$ cat config.mk
export PLATFORM = sky130hd
export DESIGN_NAME = instr_fetch_unit
export DESIGN_NICKNAME = d
export VERILOG_FILES = /design/src/rtl/mips_pkg.sv /design/src/rtl/instr_fetch_unit_pc_next.sv /design/src/rtl/instr_fetch_unit.sv
export SDC_FILE = /design/constraint.sdc
export NUM_CORES = 1
export LEC_CHECK = 0
export ABC_AREA = 0
export BUFFER_PORTS_ARGS = -buffer_cell sky130_fd_sc_hd__buf_2
export CORE_MARGIN = 2
export CORE_UTILIZATION = 34
export DETAILED_ROUTE_END_ITERATION = 16
export HOLD_SLACK_MARGIN = 0.02
export PLACE_DENSITY = 0.68
export SETUP_SLACK_MARGIN = 0.15
export SYNTH_ARGS = -nofsm -noshare
export SYNTH_HDL_FRONTEND = slang
export SYNTH_HIERARCHICAL = 1
export SYNTH_SLANG_ARGS = --single-unit
$ cat constraint.sdc
create_clock -name clk -period 10.6 [get_ports clk]
set_input_delay 1.06 -clock clk [delete_from_list [all_inputs] [get_ports clk]]
set_output_delay 1.06 -clock clk [all_outputs]
set_load 0.02 [all_outputs]
$ cat src/rtl/mips_pkg.sv
// Shared definitions for the MIPS fetch path: widths, reset values and the
// fetch FSM state encoding.
package mips_pkg;

  localparam int DW = 32;
  localparam int AW = 32;

  localparam logic [31:0] NOP_INSTR    = 32'h0000_0000;
  localparam logic [31:0] RESET_PC_DEF = 32'h0000_0000;

  typedef enum logic [1:0] {
    BOOT  = 2'd0,
    FETCH = 2'd1,
    VALID = 2'd2
  } fetch_state_e;

endpackage

$ cat src/rtl/instr_fetch_unit_pc_next.sv
// Combinational next-PC selection: jump beats taken branch, which beats
// sequential pc + 4.
module pc_next
  import mips_pkg::*;
#(
  parameter int AW_P = AW
) (
  input  logic [AW_P-1:0] pc_i,
  input  logic            jump_i,
  input  logic [25:0]     jump_index_i,
  input  logic            branch_taken_i,
  input  logic [AW_P-1:0] branch_offset_i,
  output logic [AW_P-1:0] pc_plus4_o,
  output logic [AW_P-1:0] next_pc_o
);

  logic [AW_P-1:0] jumpTarget;
  logic [AW_P-1:0] branchTarget;

  assign pc_plus4_o = pc_i + AW_P'(4);

  // Jumps stay inside the 256 MB region of the delay-slot address.
  assign jumpTarget   = {pc_plus4_o[AW_P-1:28], jump_index_i, 2'b00};
  assign branchTarget = pc_plus4_o + (branch_offset_i << 2);

  always_comb begin
    next_pc_o = pc_plus4_o;
    if (jump_i) begin
      next_pc_o = jumpTarget;
    end else if (branch_taken_i) begin
      next_pc_o = branchTarget;
    end
  end

endmodule

$ cat src/rtl/instr_fetch_unit.sv
// Fetch stage: owns the PC and instruction register and runs the
// BOOT -> FETCH -> VALID handshake with instruction memory.
module instr_fetch_unit
  import mips_pkg::*;
#(
  parameter int          DW       = mips_pkg::DW,
  parameter int          AW       = mips_pkg::AW,
  parameter logic [AW-1:0] RESET_PC = AW'(RESET_PC_DEF)
) (
  input  logic          clk,
  input  logic          rst_n,
  output logic          imem_req,
  output logic [AW-1:0] imem_addr,
  input  logic [DW-1:0] imem_rdata,
  input  logic          imem_ack,
  input  logic          stall,
  input  logic          branch_taken,
  input  logic [AW-1:0] branch_offset,
  input  logic          jump,
  input  logic [25:0]   jump_index,
  output logic [DW-1:0] instr,
  output logic          instr_valid,
  output logic [AW-1:0] pc,
  output logic [AW-1:0] pc_plus4,
  output logic [15:0]   imm16
);

  fetch_state_e  state_q, state_d;
  logic [AW-1:0] pc_q, pc_d;
  logic [DW-1:0] instr_q, instr_d;
  logic [AW-1:0] nextPc;

  pc_next #(.AW_P(AW)) u_pc_next (
    .pc_i            (pc_q),
    .jump_i          (jump),
    .jump_index_i    (jump_index),
    .branch_taken_i  (branch_taken),
    .branch_offset_i (branch_offset),
    .pc_plus4_o      (pc_plus4),
    .next_pc_o       (nextPc)
  );

  always_ff @(posedge clk or negedge rst_n) begin
    if (!rst_n) begin
      state_q <= BOOT;
      pc_q    <= RESET_PC;
      instr_q <= DW'(NOP_INSTR);
    end else begin
      state_q <= state_d;
      pc_q    <= pc_d;
      instr_q <= instr_d;
    end
  end

  // Control inputs only matter in VALID; ack only matters in FETCH.
  always_comb begin
    state_d = state_q;
    pc_d    = pc_q;
    instr_d = instr_q;
    unique case (state_q)
      BOOT: state_d = FETCH;
      FETCH: begin
        if (imem_ack) begin
          instr_d = imem_rdata;
          state_d = VALID;
        end
      end
      VALID: begin
        if (!stall) begin
          pc_d    = nextPc;
          state_d = FETCH;
        end
      end
      default: state_d = BOOT;
    endcase
  end

  assign imem_req    = (state_q == FETCH);
  assign imem_addr   = pc_q;
  assign instr_valid = (state_q == VALID);
  assign instr       = instr_q;
  assign pc          = pc_q;
  assign imm16       = instr_q[15:0];

endmodule

# --- After elaboration in Yosys (flattened, before gate mapping) ---
# Index checks and enable logic that the tools add are counted.
classes:
  n_addsub: 2
  eq_ne: 4
  muxes: 5
  n_bitwise: 1
  reduce_logical: 4
ops:
  columns: ["op", "n"]
  rows:
  - ["32-bit 2-to-1 mux", 2]
  - ["32-bit by 3-bit adder with 32-bit output, second input constant", 1]
  - ["32-bit adder", 1]
  - ["2-bit one-hot mux with 3 select lines", 1]
  - ["2-bit AND reduction", 3]
  - ["2-bit 2-to-1 mux", 2]
  - ["2-bit by 1-bit equality test with 1-bit output, second input constant", 1]
  - ["2-bit equality test, second input constant", 1]
  - ["2-bit logical NOT", 1]
  - ["2-bit by 1-bit inequality test with 1-bit output, second input constant", 1]
  - ["2-bit inequality test, second input constant", 1]
  - ["1-bit inverter", 1]
word_totals:
  reg_bits: 66
  in_bits: 96
  out_inout_bits: 146
  elab_cells: 19

# --- Logic depth before layout (Yosys ltp) ---
# Gate-level depths: netlist of run 1.
depth:
  word_depth: 4
  ltp_mapped: 19
  mapped_depth_nobuf: 18

# --- Cells and area by module ---
# The synthesis of run 1 kept the hierarchy.
by_module_without_submodules:
  columns: ["module", "n_inst", "cells_each", "area_per_inst_um2", "seq_area_each_um2"]
  rows:
  - ["instr_fetch_unit", 1, 191, 2982.9, 1651.6]
  - ["pc_next", 1, 434, 2899.0, 0.0]

# --- Worst setup path before layout of run 1 ---
# OpenSTA, ideal clock, no wires.
synth_path:
  path_kind: "register to register"
  start: "reg pc_q[9] (netlist: imem_addr[9])"
  end: "reg pc_q[26] (netlist: imem_addr[26])"
  setup_ns: 0.125
  arrival_time_ns: 3.837
  required_time_ns: 10.475
  path_slack_ns: 6.638
  stages_incl_launch_ff: 15
  path_buffers: 0
  period_less_slack_ns: 3.962
  path_cell_list: "dfrtp_1 -> and4_1 -> nand4_2 -> or2_4 -> nor3_4 -> xor2_1 -> ha_1 -> a21o_1 -> a21o_1 -> a21oi_1 -> a21boi_0 -> o21ai_0 -> a2111oi_0 -> a2bb2oi_1 -> mux2_2"
synth_via:
  elab_chain_len: 4
synth_lines:
  columns: ["element", "line_no", "text"]
  rows:
  - ["start: declaration", "instr_fetch_unit.sv:29", "logic [AW-1:0] pc_q, pc_d;"]
  - ["start signal: assignment", "instr_fetch_unit.sv:50", "pc_q <= pc_d;"]
  - ["32-bit by 3-bit adder with 32-bit output", "instr_fetch_unit_pc_next.sv:20", "assign pc_plus4_o = pc_i + AW_P'(4);"]
  - ["named net pc_plus4[23]", "instr_fetch_unit.sv:24", "output logic [AW-1:0] pc_plus4,"]
  - ["32-bit adder", "instr_fetch_unit_pc_next.sv:24", "assign branchTarget = pc_plus4_o + (branch_offset_i << 2);"]
  - ["32-bit 2-to-1 mux", "instr_fetch_unit_pc_next.sv:30", "end else if (branch_taken_i) begin"]
  - ["32-bit 2-to-1 mux", "instr_fetch_unit_pc_next.sv:28", "if (jump_i) begin"]
  - ["named net nextPc[26]", "instr_fetch_unit.sv:31", "logic [AW-1:0] nextPc;"]
# The timed path passes the listed nets, and every way through them passes these cells.
# A chain may end at the register's enable or synchronous reset.

# --- Worst setup path in the final report of run 1 ---
layout_path:
  start: "reg pc_q[4] (netlist: imem_addr[4])"
  end: "reg pc_q[26] (netlist: imem_addr[26])"
layout_via:
  elab_chain_len: 4
layout_lines:
  columns: ["element", "line_no"]
  rows:
  - ["32-bit by 3-bit adder with 32-bit output *", "instr_fetch_unit_pc_next.sv:20"]
  - ["32-bit adder", "instr_fetch_unit_pc_next.sv:24"]
  - ["32-bit 2-to-1 mux *", "instr_fetch_unit_pc_next.sv:30"]
  - ["32-bit 2-to-1 mux *", "instr_fetch_unit_pc_next.sv:28"]
  - ["named net nextPc[26]", "instr_fetch_unit.sv:31"]
# Mark *: on every way through the listed nets, which the timed path passes. The rest lies on a longest branch.

==> flow_metrics.env, run 1 <==
export IMPL_cts_tree="built"
export IMPL_cts_root_buf="clkbuf_16"
export IMPL_synth_enable_flop_cells=0
export IMPL_synth_flop_cell="dfrtp_1"
export IMPL_worstHoldEndpoint="instr[18]$_DFFE_PN0P_"
export IMPL_status="completed"
export IMPL_max_freq_mhz=228
export IMPL_post_cts_buffers=0
export IMPL_synth_avg_cell_area_um2=9.41
export IMPL_design_area_um2=7160
export IMPL_path_class="reg -> reg"
export IMPL_hold_depth=1
export IMPL_num_io_pins=242
export IMPL_syn_cell_area_um2=5880
export IMPL_slew_limit_headroom_pct=42.2
export IMPL_setup_viol=0
export IMPL_min_from="instr[18]$_DFFE_PN0P_"
export IMPL_layout_min_cycle_time_ns=4.38
export IMPL_drc_errors=0
export IMPL_critPathMaxStageDelay_ns=0.58
export IMPL_period_share_pct=41.4
export IMPL_fin_nets=936
export IMPL_cts_sinks=66
export IMPL_vdd_ir_drop_max_mv=0.167
export IMPL_hold_viol=0
export IMPL_yosysWarnings=6
export IMPL_drive_gt1_share_pct=42.5
export IMPL_die_x_um=136
export IMPL_start_kind="flip-flop"
export IMPL_final_cell_mix="239 x buf_2, 66 x dfrtp_1, 55 x nor2_1"
export IMPL_ys_ff_latch=66
export IMPL_initial_core_util_pct=34.4
export IMPL_r2r_end="imem_addr[26]$_DFFE_PN0P_"
export IMPL_final_common_cell="buf_2"
export IMPL_end_kind="flip-flop"
export IMPL_via_count=5190
export IMPL_crit_path_cell_trace="and3_1 > nand3_1 > or2_4 > nor3_4 > xor2_1 > ha_1 > a21o_1 > a21o_1 > a21oi_1 > a21boi_0 > o21ai_0 > a2111oi_0 > a2bb2oi_1 > mux2_2"
export IMPL_crit_path_frequent_cell="a21o_1"
export IMPL_rsz0062_at_grt="no"
export IMPL_numCtsBuffers=9
export IMPL_grt_max_degree=67
export IMPL_syn_inst=625
export IMPL_seqCellArea_um2=1650
export IMPL_grt_pass1_vias=4878
export IMPL_avgRoutedWirePerCell_um=15.6
export IMPL_rr_worst_depth=14
export IMPL_hp_class="reg -> reg"
export IMPL_cts_hold_buf=0
export IMPL_multi_input_area_um2=3660
export IMPL_path_max_fanout=8
export IMPL_fp_row_count=48
export IMPL_synth_cell_types=69
export IMPL_first_pass_iters=4
export IMPL_crit_required_ns=10.81
export IMPL_skew_ns=0.0105
export IMPL_synthToLayoutAreaGrowth_pct=21.7
export IMPL_power_static_leakage_nw=3.61
export IMPL_fillers=1731
export IMPL_dpl_cell_area_um2=6860
export IMPL_cts_buffer_depth=2
export IMPL_htreeDepth=3
export IMPL_die_h_um=136
export IMPL_clk_pin_slew_ns=0.06
export IMPL_gp_congestion=0.871
export IMPL_io_buffers=239
export IMPL_fin_util_pct=41.8
export IMPL_pwr_density_cell_nw_per_um2=352
export IMPL_grt_pass1_wl_mm=25.3
export IMPL_postRouteAntennaNets=0
export IMPL_reg2reg_slack_ns=6.22
export IMPL_core_area_um2=17100
export IMPL_grt_overflow_total=0
export IMPL_slew_viol_final=0
export IMPL_dieArea_um2=18400
export IMPL_r2r_start="imem_addr[4]$_DFFE_PN0P_"
export IMPL_drv_cap=0
export IMPL_viasPerCell=5.02
export IMPL_syn_num_nets=758
export IMPL_drt_first_iter_violations=336
export IMPL_synth_async_reset_ratio_pct=100
export IMPL_clkLatencyLatePin_ns=0.33
export IMPL_wirelength_mm=16.1
export IMPL_cts_resized=0
export IMPL_arrival_ns=4.60
export IMPL_setup_tns_ns=0
export IMPL_antenna_found_initial=1
export IMPL_critPathSlowestCell="a2111oi_0"
export IMPL_worst_slew_pin_slew_ns=0.866
export IMPL_grt_total_usage_pct=17.3
export IMPL_dp_hpwl_mm=12.6
export IMPL_seq_area_frac_synth_pct=28.1
[power breakdown]
group	leakage, nW	switching, W	internal (W)
Sequential	0.787	0.000156	0.000377
Clock	0.142	0.000118	0.000184
Combinational	2.68	0.00100	0.000682
[cells by family after synthesis]
family	Yosys count	synth area share (%)
simple gates	170	14.4
compound gates	139	16.1
buf+inv	87	9.70
mux	74	15.8
flops	66	28.1
xor+xnor	52	7.87
fa+ha+maj	37	8.00
[how the worst max path moves through the flow]
stage / startpoint / slack [ns] / to / depth (start not counted)
floorplan: imem_addr[9]$_DFFE_PN0P_ / 6.64 / imem_addr[26]$_DFFE_PN0P_ / 14
global placement: imem_addr[2]$_DFFE_PN0P_ / 6.32 / imem_addr[26]$_DFFE_PN0P_ / 16
detailed placement: imem_addr[4]$_DFFE_PN0P_ / 6.28 / imem_addr[26]$_DFFE_PN0P_ / 14
CTS: imem_addr[4]$_DFFE_PN0P_ / 6.27 / imem_addr[26]$_DFFE_PN0P_ / 14
global route: imem_addr[4]$_DFFE_PN0P_ / 6.02 / imem_addr[26]$_DFFE_PN0P_ / 14
finish: imem_addr[4]$_DFFE_PN0P_ / 6.22 / imem_addr[26]$_DFFE_PN0P_ / 14
[metrics by stage]
step | hold WS, ns | setup slack [ns] | std cells | total power (W)
floorplan | 0.555 | 6.64 | 625 | 0.00185
global placement | 0.489 | 6.32 | 1017 | 0.00220
detailed placement | 0.487 | 6.28 | 1017 | 0.00221
CTS | 0.507 | 6.27 | 1033 | 0.00253
global route | 0.530 | 6.02 | 1033 | 0.00271
finish | 0.503 | 6.22 | 1034 | 0.00252
[Yosys cell counts, types with 3 or more instances]
cell type / count / area (um^2)
a2111oi_0: 3 / 26.3
a211oi_1: 5 / 37.5
a21o_1: 17 / 128
a21oi_1: 39 / 195
a221oi_1: 3 / 26.3
a31oi_1: 5 / 31.3
and3_1: 8 / 50.1
and4_1: 3 / 26.3
buf_4: 51 / 383
buf_6: 7 / 78.8
clkbuf_1: 17 / 63.8
dfrtp_1: 66 / 1650
ha_1: 36 / 450
inv_1: 11 / 41.3
mux2_1: 3 / 33.8
mux2_2: 34 / 383
mux2_4: 29 / 435
mux2i_1: 8 / 80.1
nand2_1: 47 / 176
nand3_1: 19 / 95.1
nand4_1: 10 / 62.6
nor2_1: 55 / 206
nor2b_1: 5 / 31.3
nor3_1: 8 / 40.0
o21a_1: 3 / 22.5
o21ai_0: 36 / 180
xnor2_1: 28 / 245
xor2_1: 23 / 201
[registers in the layout, indices dropped and copies added (netlist names)]
register,flops
imem_addr,32
instr,32
state_q,2
[routing by layer]
layer / track usage (%) / vias to the layer above / part of all wire, %
li1: - / 2547 / -
met1: 23.1 / 2450 / 45
met2: 27.9 / 173 / 47
met3: 4.04 / 20 / 6.3
met4: 5.56 / 0 / 2.0
met5: 0 / - / 0
[area by class of cell]
class | instances | share of cell area [%]
antenna | 1 | 0.0349
clock buffer | 9 | 3.15
clock inverter | 7 | 1.07
inverter | 12 | 0.629
multi-input combinational | 472 | 51.1
sequential | 66 | 23.1
tap | 225 | 3.93
timing repair buffer | 242 | 17.0
[critical path: cells and delay by family, from the launching register on]
kind,cells,cell delay [ns]
AND/OR/NAND/NOR,4,1.12
multiplexers,1,0.28
AO/OA/AOI/OAI,7,1.66
XOR/XNOR,1,0.37
flip-flops,1,0.48
adder cells (fa/ha/maj),1,0.35
Note: power is estimated with default switching activity, not from simulation.
==> run 2, diff against run 1 <==
clock period = 4.6 ns   (was 10.6 ns; I/O delays follow)
==> run 2 against run 1 <==
Effect of this change: critical path depth is the same; clock skew shrank 0.0026 ns; combinational power grew 130%; setup slack lost 5.7 ns; first-iteration DRC count shrank 28%; total power grew 130%; die area is the same; sequential share of layout area shrank 0.12 points; via count grew 0.19%; cell area grew 0.66%; largest power group unchanged.
==> flow_metrics.env, run 2 (synthesized netlist as in run 1, its figures left out) <==
export IMPL_crit_path_cell_trace="and3_1 > nand3_1 > or2_4 > nor3_4 > xor2_2 > ha_1 > a21o_1 > a21o_1 > a21oi_1 > a21boi_0 > o21ai_0 > a2111oi_0 > a2bb2oi_1 > mux2_2"
export IMPL_setup_tns_ns=0
export IMPL_crit_required_ns=4.81
export IMPL_path_class="reg -> reg"
export IMPL_pwr_density_cell_nw_per_um2=807
export IMPL_final_cell_mix="239 x buf_2, 64 x dfrtp_1, 55 x nor2_1"
export IMPL_vdd_ir_drop_max_mv=0.361
export IMPL_gp_congestion=0.896
export IMPL_avgRoutedWirePerCell_um=15.7
export IMPL_viasPerCell=5.01
export IMPL_setup_viol=0
export IMPL_slew_limit_headroom_pct=51.0
export IMPL_die_x_um=136
export IMPL_critPathMaxStageDelay_ns=0.50
export IMPL_status="completed"
export IMPL_arrival_ns=4.31
export IMPL_max_freq_mhz=244
export IMPL_initial_core_util_pct=34.4
export IMPL_layout_min_cycle_time_ns=4.10
export IMPL_dp_hpwl_mm=12.9
export IMPL_drc_errors=0
export IMPL_hold_viol=0
export IMPL_grt_pass1_vias=4887
export IMPL_final_common_cell="buf_2"
export IMPL_hp_class="in -> async"
export IMPL_timing_hold_ws_ns=0.176
export IMPL_grt_max_degree=42
export IMPL_core_area_um2=17100
export IMPL_wirelength_mm=16.3
export IMPL_fp_row_count=48
export IMPL_cts_root_buf="clkbuf_16"
export IMPL_rsz0062_at_grt="no"
export IMPL_grt_total_usage_pct=17.4
export IMPL_fin_util_pct=42.1
export IMPL_cts_buffer_depth=2
export IMPL_start_kind="flip-flop"
export IMPL_path_max_fanout=8
export IMPL_drv_cap=0
export IMPL_die_h_um=136
export IMPL_crit_path_frequent_cell="a21o_1"
export IMPL_critPathTopFamily="compound AO/OA/AOI/OAI gates"
export IMPL_crit_buf_inv=0
export IMPL_skew_ns=0.00789
export IMPL_first_pass_iters=5
export IMPL_slew_viol_final=0
export IMPL_grt_overflow_total=0
export IMPL_synthToLayoutAreaGrowth_pct=22.5
export IMPL_num_io_pins=242
export IMPL_cts_tree="built"
export IMPL_critPathSlowestCell="a2111oi_0"
export IMPL_fin_nets=939
export IMPL_numCtsBuffers=9
export IMPL_grt_pass1_wl_mm=25.3
export IMPL_period_share_pct=89.2
export IMPL_clk_pin_slew_ns=0.06
export IMPL_cts_sinks=66
export IMPL_power_static_leakage_nw=3.65
export IMPL_worst_slew_pin_slew_ns=0.735
export IMPL_cts_hold_buf=0
export IMPL_via_count=5200
export IMPL_end_kind="flip-flop"
export IMPL_dieArea_um2=18400
export IMPL_drt_first_iter_violations=243
export IMPL_postRouteAntennaNets=0
export IMPL_htreeDepth=3
export IMPL_antenna_found_initial=2
export IMPL_drive_gt1_share_pct=43.2
export IMPL_clkLatencyLatePin_ns=0.33
export IMPL_io_buffers=239
-- run 2: final timing paths --
| check | from | end | slack [ns] | cells past startpoint |
|---|---|---|---|---|
| min in group clk | imem_rdata[19] | instr[19]$_DFFE_PN0P_ | 0.36 | 2 |
| worst min register to register | instr[18]$_DFFE_PN0P_ | instr[18]$_DFFE_PN0P_ | 0.51 | 1 |
| worst min-delay path | rst_n | instr[13]$_DFFE_PN0P_ | 0.18 | 1 |
| worst max register to register | imem_addr[4]$_DFFE_PN0P_ | imem_addr[26]$_DFFE_PN0P_ | 0.50 | 14 |
| worst max-delay path | imem_addr[4]$_DFFE_PN0P_ | imem_addr[26]$_DFFE_PN0P_ | 0.50 | 14 |
| max in group asynchronous | rst_n | state_q[1]$_DFFE_PN0P_ | 3.46 | 2 |
-- run 2: layer usage --
layer | share of wire [%] | GRT usage [%] | up-vias | routed length, um
met5 | 0.098 | 0 | - | 16
met3 | 6.3 | 3.85 | 16 | 1030
met1 | 44 | 22.6 | 2469 | 7130
met2 | 49 | 29.1 | 175 | 7900
li1 | - | - | 2538 | -
met4 | 1.3 | 4.75 | 2 | 213
-- run 2: cell type report --
class / count / area [um^2]
fillers: 1713 / 9910
multi-input cells: 472 / 3680
flip-flops and latches: 66 / 1650
repair buffers: 245 / 1240
well taps: 225 / 282
clock buffers: 9 / 225
clock inverters: 7 / 77.6
inverters: 12 / 45.0
diodes: 1 / 2.50
-- run 2: report_power, final --
group          switching (W)  internal [W]  leakage [nW]
Combinational        0.00232       0.00158          2.71
Sequential          0.000359      0.000870         0.784
Clock               0.000268      0.000424         0.146
-- run 2: what timing repair did --
action | CTS | global route
gates resized for setup | 0 | 5
setup buffers | 0 | 2
setup endpoints to repair | 0 | 3
hold endpoints to repair | 0 | 0
-- run 2: stage by stage --
| step | instance area (um^2) | setup WS (ns) | power [W] | std cells |
|---|---|---|---|---|
| floorplan | 5880 | 0.638 | 0.00426 | 625 |
| global placement | 6860 | 0.478 | 0.00507 | 1018 |
| detailed placement | 6860 | 0.423 | 0.00511 | 1018 |
| CTS | 7170 | 0.411 | 0.00583 | 1034 |
| global route | 7210 | 0.166 | 0.00626 | 1036 |
| finish | 7210 | 0.497 | 0.00582 | 1037 |
==> run 3, diff against run 2 <==
ABC_AREA = 1   (was 0)
CAP_MARGIN = 20   (was default)
PLACE_DENSITY = 0.66   (was 0.68)
==> run 3 against run 2 <==
Effect of this change: critical path depth rose by 2; core utilization shrank 0.92 points; maximum frequency grew 7.6%; sequential power hardly changed; via count up 42%; largest cell class unchanged.
==> flow_metrics.env, run 3 <==
export IMPL_grt_pass1_vias=6564
export IMPL_synth_largest_area_cell="dfrtp_1"
export IMPL_pwr_density_cell_nw_per_um2=723
export IMPL_synthTopCellsByArea="dfrtp_1 25%, nand2_1 21%, ha_1 6.8%, nand4_1 6.8%, buf_4 6.0%"
export IMPL_synth_xor_area_share_pct=2.09
export IMPL_syn_inst=1036
export IMPL_synth_cell_types=47
export IMPL_critPathSlowestCell="dfrtp_1"
export IMPL_hold_viol=0
export IMPL_crit_required_ns=4.81
export IMPL_rsz0062_at_grt="no"
export IMPL_cts_buffer_depth=2
export IMPL_arrival_ns=4.03
export IMPL_skew_ns=0.00794
export IMPL_post_cts_buffers=0
export IMPL_seqCellArea_um2=1650
export IMPL_synth_enable_flop_cells=0
export IMPL_final_common_cell="nand2_1"
export IMPL_viasPerCell=4.99
export IMPL_status="completed"
export IMPL_via_count=7361
export IMPL_cts_hold_buf=0
export IMPL_drt_first_iter_violations=596
export IMPL_fin_ws_ns=0.785
export IMPL_die_h_um=144
export IMPL_initial_core_util_pct=34.4
export IMPL_clkLatencyLatePin_ns=0.33
export IMPL_end_kind="flip-flop"
export IMPL_worst_slew_pin_slew_ns=0.758
export IMPL_path_max_fanout=8
export IMPL_crit_path_cell_trace="ha_1 > inv_1 > nor2_2 > nand2_1 > nor2_1 > xor2_1 > ha_1 > a21oi_1 > o21ai_0 > a21oi_1 > nand2_1 > or2_2 > nand3_1 > o211ai_1 > nand4_1 > nand2_1"
export IMPL_syn_num_nets=1169
export IMPL_yosysWarnings=6
export IMPL_drv_cap=0
export IMPL_drc_errors=0
export IMPL_setup_viol=0
export IMPL_die_x_um=144
export IMPL_num_io_pins=242
export IMPL_max_freq_mhz=262
export IMPL_fin_nets=1339
export IMPL_path_class="reg -> reg"
export IMPL_setup_tns_ns=0
export IMPL_crit_path_frequent_cell="nand2_1"
export IMPL_final_cell_mix="373 x nand2_1, 239 x buf_2, 104 x inv_1"
export IMPL_layout_min_cycle_time_ns=3.81
export IMPL_cts_root_buf="clkbuf_16"
export IMPL_synth_fa_ha_area_share_pct=7.06
export IMPL_first_pass_iters=5
export IMPL_numCtsBuffers=9
export IMPL_postRouteAntennaNets=0
export IMPL_dieArea_um2=20700
export IMPL_core_area_um2=19300
export IMPL_synth_compound_area_share_pct=8.89
export IMPL_fillers=2111
export IMPL_vdd_ir_drop_max_mv=0.265
export IMPL_muxShareOfSynthArea_pct=0
export IMPL_slew_viol_final=0
export IMPL_r2r_start="imem_addr[2]$_DFFE_PN0P_"
export IMPL_grt_total_usage_pct=22.0
export IMPL_antenna_found_initial=0
export IMPL_synth_async_reset_ratio_pct=100
export IMPL_multi_input_area_um2=3980
export IMPL_syn_cell_area_um2=6660
export IMPL_htreeDepth=3
export IMPL_netlist_top_cells_count="373 x nand2_1, 104 x inv_1, 72 x nand4_1, 72 x nor2_1, 66 x dfrtp_1"
export IMPL_io_buffers=239
export IMPL_reg2reg_slack_ns=0.79
export IMPL_rr_worst_depth=16
export IMPL_hp_class="in -> async"
export IMPL_synth_top_area_share_pct=24.8
export IMPL_gp_congestion=0.974
export IMPL_wirelength_mm=23.5
export IMPL_drive_gt1_share_pct=24.1
export IMPL_place_ws_ns=0.924
export IMPL_dp_hpwl_mm=18.7
export IMPL_cts_resized=0
export IMPL_critPathMaxStageDelay_ns=0.46
export IMPL_grt_max_degree=36
export IMPL_clk_pin_slew_ns=0.06
export IMPL_ys_ff_latch=66
export IMPL_synth_top_family_by_area="simple AND/OR/NAND/NOR gates"
export IMPL_synth_avg_cell_area_um2=6.43
export IMPL_period_share_pct=82.9
export IMPL_slew_limit_headroom_pct=49.5
export IMPL_synth_most_common_cell="nand2_1"
export IMPL_synth_flop_cell="dfrtp_1"
export IMPL_grt_overflow_total=0
export IMPL_r2r_end="imem_addr[15]$_DFFE_PN0P_"
export IMPL_fp_row_count=51
export IMPL_cts_tree="built"
export IMPL_avgRoutedWirePerCell_um=16.0
export IMPL_synthToLayoutAreaGrowth_pct=19.6
export IMPL_antenna_cells=0
export IMPL_critPathTopFamily="simple AND/OR/NAND/NOR gates"
export IMPL_cts_sinks=66
export IMPL_grt_pass1_wl_mm=35.2
export IMPL_yosys_area_share_simple_pct=41.7
export IMPL_seq_area_frac_synth_pct=24.8
export IMPL_power_static_leakage_nw=4.56
export IMPL_start_kind="flip-flop"
export IMPL_crit_buf_inv=1
-- run 3: layer usage --
layer	vias to the layer above	wire, um	global-route usage, %
li1	3672	-	-
met3	43	1480	2.70
met2	280	10500	33.8
met5	-	0	0
met1	3366	11000	31.9
met4	0	601	7.12
-- run 3: kinds of logic (layout without fill, tap and decap cells) --
family,count (synthesis),after routing
AO/OA/AOI/OAI,102,102
adder cells (fa/ha/maj),37,37
XOR/XNOR,15,15
AND/OR/NAND/NOR,621,621
buffers and inverters,195,370
flip-flops,66,66
-- run 3: area by class of cell --
type	count	share of cell area, %
repair buffers	244	15.5
clock buffers	13	3.52
flip-flops and latches	66	20.7
well taps	265	4.16
multi-input cells	775	50.0
inverters	110	5.28
clock inverters	3	0.864
-- run 3: report_power, final --
part	internal, W	switching (W)
Combinational	0.00114	0.00263
Sequential	0.000847	0.000353
Clock	0.000535	0.000250
Total	0.00252	0.00324
-- run 3: worst register-to-register path: stages, from the launching register on --
cell      delay (ns)
dfrtp_1         0.46
ha_1            0.29
inv_1           0.12
nor2_2          0.22
nand2_1         0.15
nor2_1          0.16
xor2_1          0.38
ha_1            0.38
a21oi_1         0.23
o21ai_0         0.21
a21oi_1         0.16
nand2_1         0.23
or2_2           0.35
nand3_1         0.07
o211ai_1        0.11
nand4_1         0.12
nand2_1         0.06
-- run 3: how the worst max path moves through the flow --
stage               slack, ns                         to                     start  cells after the start
floorplan                1.36  imem_addr[15]$_DFFE_PN0P_  imem_addr[2]$_DFFE_PN0P_                     16
global placement         1.01  imem_addr[15]$_DFFE_PN0P_  imem_addr[2]$_DFFE_PN0P_                     16
detailed placement       0.92  imem_addr[15]$_DFFE_PN0P_  imem_addr[2]$_DFFE_PN0P_                     16
CTS                      0.89  imem_addr[15]$_DFFE_PN0P_  imem_addr[2]$_DFFE_PN0P_                     16
global route             0.55  imem_addr[15]$_DFFE_PN0P_  imem_addr[2]$_DFFE_PN0P_                     16
finish                   0.79  imem_addr[15]$_DFFE_PN0P_  imem_addr[2]$_DFFE_PN0P_                     16
-- run 3: through the flow --
stage / hold WS [ns] / total power, W / utilization [%] / cells / area (um^2)
6_report: 0.199 / 0.00576 / 41.2 / 1476 / 7970
5_1_grt: 0.248 / 0.00625 / 41.2 / 1476 / 7970
3_3_place_gp: 0.450 / 0.00494 / 39.4 / 1460 / 7620
4_1_cts: 0.214 / 0.00577 / 41.2 / 1476 / 7970
2_1_floorplan: 0.164 / 0.00399 / - / 1036 / 6660
3_5_place_dp: 0.457 / 0.00496 / 39.4 / 1460 / 7620
